File: config.mk
export PLATFORM = sky130hd
export DESIGN_NAME = alu_exec
export DESIGN_NICKNAME = d
export VERILOG_FILES = /design/src/rtl/alu_pkg.sv /design/src/rtl/alu_mul_iter.sv /design/src/rtl/alu_exec.sv
export SDC_FILE = /design/constraint.sdc
export NUM_CORES = 1
export LEC_CHECK = 0
export ABC_AREA = 1
export CORE_ASPECT_RATIO = 0.5
export CORE_UTILIZATION = 60
export DETAILED_ROUTE_END_ITERATION = 6
export PLACE_DENSITY_LB_ADDON = 0.05
export RECOVER_POWER = 100
export SKIP_LAST_GASP = 1
export SLEW_MARGIN = 5
export SYNTH_ARGS = -nofsm -noshare
export SYNTH_HDL_FRONTEND = slang
export SYNTH_SLANG_ARGS = --single-unit
File: constraint.sdc
create_clock -name clk -period 5.5 [get_ports clk]
set_clock_uncertainty 0.1 [all_clocks]
set_input_delay 0.55 -clock clk [delete_from_list [all_inputs] [get_ports clk]]
set_output_delay 0.55 -clock clk [all_outputs]
set_load 0.01 [all_outputs]
File: src/rtl/alu_pkg.sv
// alu_pkg: op codes, FSM states and op width shared by the alu_exec slice
package alu_pkg;
  localparam int ALU_OP_WIDTH = 4;
  typedef enum logic [ALU_OP_WIDTH-1:0] {
    OP_AND  = 4'd0,
    OP_OR   = 4'd1,
    OP_ADD  = 4'd2,
    OP_XOR  = 4'd3,
    OP_SLL  = 4'd4,
    OP_SRL  = 4'd5,
    OP_SUB  = 4'd6,
    OP_SLT  = 4'd7,
    OP_SLTU = 4'd8,
    OP_SRA  = 4'd9,
    OP_MUL  = 4'd10
  } alu_op_e;
  typedef enum logic [1:0] {
    S_IDLE = 2'd0,
    S_OUT  = 2'd1,
    S_MUL  = 2'd2
  } alu_state_e;
endpackage

File: src/rtl/alu_mul_iter.sv
// alu_mul_iter: shift-add multiplier, one multiplier bit per cycle, low DATA_WIDTH bits of a*b (used only with ALU_MUL_EN)
module alu_mul_iter #(
  parameter int DATA_WIDTH = 32
) (
  input  logic                  clk,
  input  logic                  rst,
  input  logic                  start,
  input  logic [DATA_WIDTH-1:0] a,
  input  logic [DATA_WIDTH-1:0] b,
  output logic                  done,
  output logic [DATA_WIDTH-1:0] product
);
  localparam int CW = $clog2(DATA_WIDTH + 1);
  localparam logic [CW-1:0] LAST = CW'(DATA_WIDTH);
  logic [CW-1:0] cnt;
  logic [DATA_WIDTH-1:0] mcand;
  logic [DATA_WIDTH-1:0] mplier;
  logic [DATA_WIDTH-1:0] acc;
  // load operands on start, then add the shifted multiplicand for each set multiplier bit until the count is exhausted
  always_ff @(posedge clk) begin
    if (rst) begin
      cnt <= LAST;
      mcand <= '0;
      mplier <= '0;
      acc <= '0;
    end else if (start) begin
      cnt <= '0;
      mcand <= a;
      mplier <= b;
      acc <= '0;
    end else if (cnt != LAST) begin
      acc <= mplier[0] ? acc + mcand : acc;
      mcand <= mcand << 1;
      mplier <= mplier >> 1;
      cnt <= cnt + CW'(1);
    end
  end
  assign done = cnt == LAST;
  assign product = acc;
endmodule

File: src/rtl/alu_exec.sv
// alu_exec: registered valid/ready integer execution lane with issue tag; ALU_MUL_EN adds an iterative MUL (op 10)
module alu_exec
  import alu_pkg::*;
#(
  parameter int DATA_WIDTH = 32,
  parameter int TAG_WIDTH  = 6
) (
  input  logic                    clk,
  input  logic                    rst,
  input  logic                    in_valid,
  output logic                    in_ready,
  input  logic [ALU_OP_WIDTH-1:0] in_op,
  input  logic [DATA_WIDTH-1:0]   in_a,
  input  logic [DATA_WIDTH-1:0]   in_b,
  input  logic [TAG_WIDTH-1:0]    in_tag,
  output logic                    out_valid,
  input  logic                    out_ready,
  output logic [DATA_WIDTH-1:0]   out_result,
  output logic [TAG_WIDTH-1:0]    out_tag,
  output logic                    out_zero,
  output logic                    out_illegal
);
  localparam int SW = $clog2(DATA_WIDTH);
  alu_state_e state;
  logic accept;
  logic is_mul;
  logic [DATA_WIDTH:0] calc_r;

  function automatic logic [DATA_WIDTH:0] calc(
    input logic [ALU_OP_WIDTH-1:0] op,
    input logic [DATA_WIDTH-1:0]   a,
    input logic [DATA_WIDTH-1:0]   b
  );
    logic [SW-1:0] sh;
    logic signed [DATA_WIDTH-1:0] sa;
    logic [DATA_WIDTH-1:0] sra;
    sh = b[SW-1:0];
    sa = $signed(a);
    sra = sa >>> sh;
    case (op)
      OP_AND:  calc = {1'b0, a & b};
      OP_OR:   calc = {1'b0, a | b};
      OP_ADD:  calc = {1'b0, a + b};
      OP_XOR:  calc = {1'b0, a ^ b};
      OP_SLL:  calc = {1'b0, a << sh};
      OP_SRL:  calc = {1'b0, a >> sh};
      OP_SUB:  calc = {1'b0, a - b};
      OP_SLT:  calc = {1'b0, {(DATA_WIDTH-1){1'b0}}, $signed(a) < $signed(b)};
      OP_SLTU: calc = {1'b0, {(DATA_WIDTH-1){1'b0}}, a < b};
      OP_SRA:  calc = {1'b0, sra};
      default: calc = {1'b1, {DATA_WIDTH{1'b0}}};
    endcase
  endfunction

  assign in_ready = (state == S_IDLE) || (state == S_OUT && out_ready);
  assign out_valid = state == S_OUT;
  assign accept = in_valid && in_ready;
  assign calc_r = calc(in_op, in_a, in_b);

`ifdef ALU_MUL_EN
  logic mul_done;
  logic [DATA_WIDTH-1:0] mul_product;
  logic [TAG_WIDTH-1:0] pend_tag;
  assign is_mul = in_op == OP_MUL;

  alu_mul_iter #(.DATA_WIDTH(DATA_WIDTH)) u_mul (
    .clk(clk),
    .rst(rst),
    .start(accept && is_mul),
    .a(in_a),
    .b(in_b),
    .done(mul_done),
    .product(mul_product)
  );

  // keep the MUL tag aside so a result still being drained keeps its own tag
  always_ff @(posedge clk) begin
    if (rst) pend_tag <= '0;
    else if (accept) pend_tag <= in_tag;
  end
`else
  assign is_mul = 1'b0;
`endif

  // state machine and output register; out_* only change on accept, MUL completion or reset
  always_ff @(posedge clk) begin
    if (rst) begin
      state <= S_IDLE;
      out_result <= '0;
      out_tag <= '0;
      out_zero <= 1'b0;
      out_illegal <= 1'b0;
    end else if (accept && !is_mul) begin
      state <= S_OUT;
      out_result <= calc_r[DATA_WIDTH-1:0];
      out_illegal <= calc_r[DATA_WIDTH];
      out_zero <= calc_r[DATA_WIDTH-1:0] == '0;
      out_tag <= in_tag;
`ifdef ALU_MUL_EN
    end else if (accept) begin
      state <= S_MUL;
    end else if (state == S_MUL && mul_done) begin
      state <= S_OUT;
      out_result <= mul_product;
      out_illegal <= 1'b0;
      out_zero <= mul_product == '0;
      out_tag <= pend_tag;
`endif
    end else if (out_valid && out_ready) begin
      state <= S_IDLE;
    end
  end
endmodule

Yosys cells after proc, flatten, opt, wreduce, memory -nomap -nowiden --
Cells that the tools add are included.
Word-level totals: register bits 41, latch bits 0, bits in writable memories 0, ROM bits 0, input port bits 78, memories kept 0
Cells by class: add/sub/neg operators 2, multipliers 0, div/mod/pow operators 0, magnitude comparators 2, equal/unequal tests 9, shifts and indexed selects 3, muxes and demuxes 3, bitwise gates (word level) 3, reductions and logical operators 7
Operator list (number):
- one-hot mux 33 bit (10 select lines) | 1
- less-than comparator 32 bit | 2
- adder 32 bit | 1
- bitwise AND 32 bit | 1
- logical NOT 32 bit | 1
- OR 32 bit | 1
- left shift 32 x 5 -> 32 bit | 1
- right shift 32 x 5 -> 32 bit | 1
- >>> shifter 32 x 5 -> 32 bit | 1
- subtractor 32 bit | 1
- XOR 32 bit | 1
- equality test 4 x 3 -> 1 bit, second input constant | 4
- equality test 4 x 2 -> 1 bit, second input constant | 2
- equality test 4 bit, second input constant | 2
- equality test 4 x 1 -> 1 bit, second input constant | 1
- logical NOT 4 bit | 1
- logical AND 1 bit | 2
- logical NOT 2 bit | 1
- two-way mux 1 bit | 2
- nonzero test 2 bit | 1
- logical OR 1 bit | 1

Longest topological paths before layout --
depth in word-level cells 4, depth in mapped cells 25, mapped depth without buffers 22

Worst setup path before layout --
OpenSTA, ideal clock, no wires.
path kind input-to-reg, start input port in_b[4], end register out_zero, setup time 0.068 ns, arrival 3.011 ns, data required time 5.332 ns, path slack 2.321 ns, stages on the path 21, cell sequence inv_2 clkbuf_1 buf_1 ha_1 buf_2 nor2_1 nand2_1 o21bai_1 nand2_1 nand2_1 nand3_1 nand2_1 nand2_1 nor2_1 nor2_1 nand2_1 nor2_1 nand2_1 nor2_1 nand2_1 a21oi_2
On the way: longest elaborated chain between the ends 3
Ends and longest elaborated chain:
- start, declared | line alu_exec.sv:14 | input logic [DATA_WIDTH-1:0] in_b,
- subtractor 32 bit, or another cell as far along | line alu_exec.sv:47 | OP_SUB: calc = {1'b0, a - b};
- one-hot mux 33 bit (10 select lines) * | line alu_exec.sv:40 | case (op)
- logical NOT 32 bit * | line alu_exec.sv:97 | out_zero <= calc_r[DATA_WIDTH-1:0] == '0;
- end signal, assigned | line alu_exec.sv:91 | out_zero <= 1'b0;
- end signal, assigned | line alu_exec.sv:97
- end, declared | line alu_exec.sv:20 | output logic out_zero,
Mark *: on every way between the ends. The rest lies on a longest branch, timed or not. A chain may end at the register's enable or synchronous reset.

Final worst setup path --
start input port in_b[0], end register out_zero
The elaborated chain is that of the path after synthesis.

==> summary.md <==
| Metric | Value |
|---|---|
| Status | `complete, but fails checks` |
| Failing checks | `DRC, capacitance limit, slew limit` |
| Routability cong. | `1.17` |
| Required @ worst endpoint | `5.61 ns` |
| HPWL after DPL | `42900 µm` |
| Pre-CTS setup slack | `1.45 ns` |
| Register area share after synthesis | `0.0690` |
| Row cnt | `35` |
| Via count | `16600` |
| Cell variety after synth | `46` |
| Fin. max-slew vios | `61` |
| CP Max Fanout | `36` |
| Antenna violations before repair | `1` |
| Cells after Synth | `2345` |
| CP Class | `primary input to register` |
| Hold Crit Class | `register to register` |
| Bufs and invs on worst path | `3` |
| First-pass GRT wire length | `80000 µm` |
| CP peak stage delay | `0.64 ns` |
| Area leader, netlist | `nand2_1` |
| TritonRoute pass-1 iters | `7` |
| Port bufs | `119` |
| Critical path arrival | `4.52 ns` |
| Worst-path cell chain | `clkdlybuf4s50_1, clkbuf_2, inv_4, ha_1, or2_1, nand3_1, nand3_1, nand3_1, nand3_1, nor3_1, nand2_1, nor2_1, nand3_1, nor2_1, nand2_1, a21oi_2` |
| Nets | `2563` |
| Hold wc startpoint | `out_tag[2]` |
| Overflow after GRT | `0` |
| Die ar. | `20400 µm²` |
| Slowest-stage cell, CP | `clkbuf_2` |
| Avg Cell Area, Syn | `5.07 µm²` |
| Routed wire length | `53700 µm` |
| Worst Setup End Kind | `register` |
| Fill cells | `1886` |
| Share of the clock period used by the worst path | `0.802` |
| Max cap viols | `1` |
| Die height | `102 µm` |
| CP Launch Type | `primary input` |
| RSZ-0062 raised after global routing | `no` |
| Critical path launch point | `in_b[0]` |
| Number of buffers created by CTS | `5` |
| Vias in the first global route | `14200` |
| Sum of negative setup slack | `0 ns` |
| Pwr/cell area | `141 nW/µm²` |
| Post-CTS Setup Inserts | `0` |
| Largest net degree at the start of global routing | `71` |
| Worst Tran Pin Value | `2.30 ns` |
| Die Wd | `201 µm` |
| DRC Markers | `21` |
| Layout area overhead | `9.81%` |
| Core area | `18900 µm²` |
| Layout cells sized above 1 | `0.0327` |
| Gr usage total | `0.512` |
| Clock Tree Root | `clkbuf_16` |
| Synthesized area | `11900 µm²` |
| Worst rel slew slack | `-0.533` |
| Register-to-register path setup slack | `1.92 ns` |
| Effective utilization at floorplan | `0.630` |
| Worst-Skew Late Latency | `0.28 ns` |
| Maximum buffer depth of the clock tree | `2` |
| Mapped Nets | `2524` |
| CP dominant cell by count | `nand3_1` |
| Reg-to-Reg Start | `state[0]` |
| Ranking of synthesized cells by area | `nand2_1 (23%), nand3_1 (19%), ha_1 (10%)` |
| Final Hold Fails | `0` |
| Initial drt markers | `3086` |
| Clock slew at reported path FFs | `0.06 ns` |
| Min cycle time layout | `4.41 ns` |
| Resized Gates After CTS | `0` |
| Worst path top cell family by delay | `simple AND/OR/NAND/NOR gates` |
| Peak supply drop | `0.000110 V` |
| CTS tree | `built` |
| Routed Antenna Nets | `0` |
| Yosys top cell area share | `0.231` |
| Routed WL per cell | `20.3 µm` |
| YS warnings | `0` |
| Drt via density | `6.30` |
| CTS Sinks | `41` |
| Worst setup margin | `1.09 ns` |
| LEAKAGE | `7.25 nW` |
| Fmax | `0.227 GHz` |
| Synth Register Bits | `41` |
| Setup Viol. Count Final | `0` |
| H-Tree Level Count | `2` |
| # hold bufs at CTS | `0` |
| IO Count | `120` |
cell usage after synthesis (all sizes together):
cell type / number
nor2: 275
o211ai: 32
dfxtp: 41
nor4: 2
o21a: 3
nand4: 32
clkbuf: 25
o21ai: 77
inv: 318
ha: 99
a211oi: 2
nand3b: 4
and2: 9
and3: 1
a21boi: 1
xnor2: 1
a31oi: 6
o211a: 2
fa: 2
clkinv: 1
or2: 3
a21oi: 78
o22ai: 17
buf: 76
nor3: 27
o2111ai: 1
nand2: 753
nand3: 446
o21bai: 11
cell families after synthesis:
kind of cell | count (synthesis) | share of synthesized area
and+or+nand+nor | 1552 | 0.562
buffers and inverters | 420 | 0.149
AOI/OAI and AO/OA | 230 | 0.112
adders and majority gates | 101 | 0.108
DFF | 41 | 0.0690
xor gates and xnor gates | 1 | 0.000737
cell type report:
| type | count | area [µm²] | share of cell area |
|---|---|---|---|
| multi-input combinational | 1884 | 9300 | 0.712 |
| antenna | 1 | 2.50 | 0.000192 |
| sequential | 41 | 821 | 0.0629 |
| inverter | 319 | 1200 | 0.0921 |
| timing repair buffer | 133 | 1270 | 0.0977 |
| tap | 259 | 324 | 0.0248 |
| clock buffer | 5 | 125 | 0.00958 |
| clock inverter | 1 | 5.00 | 0.000383 |
report_power, final:
part	switching (mW)	total, mW	internal, mW
Combinational	0.869	1.24	0.372
Clock	0.105	0.266	0.162
Sequential	0.0131	0.335	0.322
tightest hold or removal path: stages (launching register included):
cell	delay (ns)
dfxtp_1	0.32
nor2_1	0.05
nor2_1	0.08
flip-flops by register name (all words and copies together), names as in the netlist:
register,cells
out_illegal,1
out_result,32
out_tag,6
out_zero,1
state,1
worst paths after layout:
kind	endpoint	depth (start not counted)
max	out_zero	16
min	out_tag[2]	2
max reg2reg	out_result[28]	8
min reg2reg	out_tag[2]	2
cell usage in the layout, fill, tap and decap left out, types with 23 or more instances in the layout:
cell / count
o211ai_1: 31
ha_1: 99
dlygate4sd3_1: 43
clkdlybuf4s50_1: 73
o21ai_0: 67
nand3_1: 444
nand2_1: 733
nor3_1: 23
nand4_1: 32
a21oi_1: 76
dfxtp_1: 41
inv_1: 305
nor2_1: 262
stage by stage:
stage          std cells  utilization  area (µm²)  power [mW]  hold slack, ns
3_3_place_gp        2636        0.685       12900        1.49           0.362
5_1_grt             2642        0.691       13100        1.94           0.406
6_report            2643        0.692       13100        1.84           0.384
2_1_floorplan       2345            -       11900        1.10           0.401
4_1_cts             2642        0.692       13100        1.77           0.393
3_5_place_dp        2636        0.685       12900        1.50           0.375
layer usage:
layer	global-route usage	wire [µm]
met5	0	0
met4	0.144	1970
met3	0.240	10700
met2	0.715	19600
met1	0.691	21500
(Power assumes the default switching activity.)
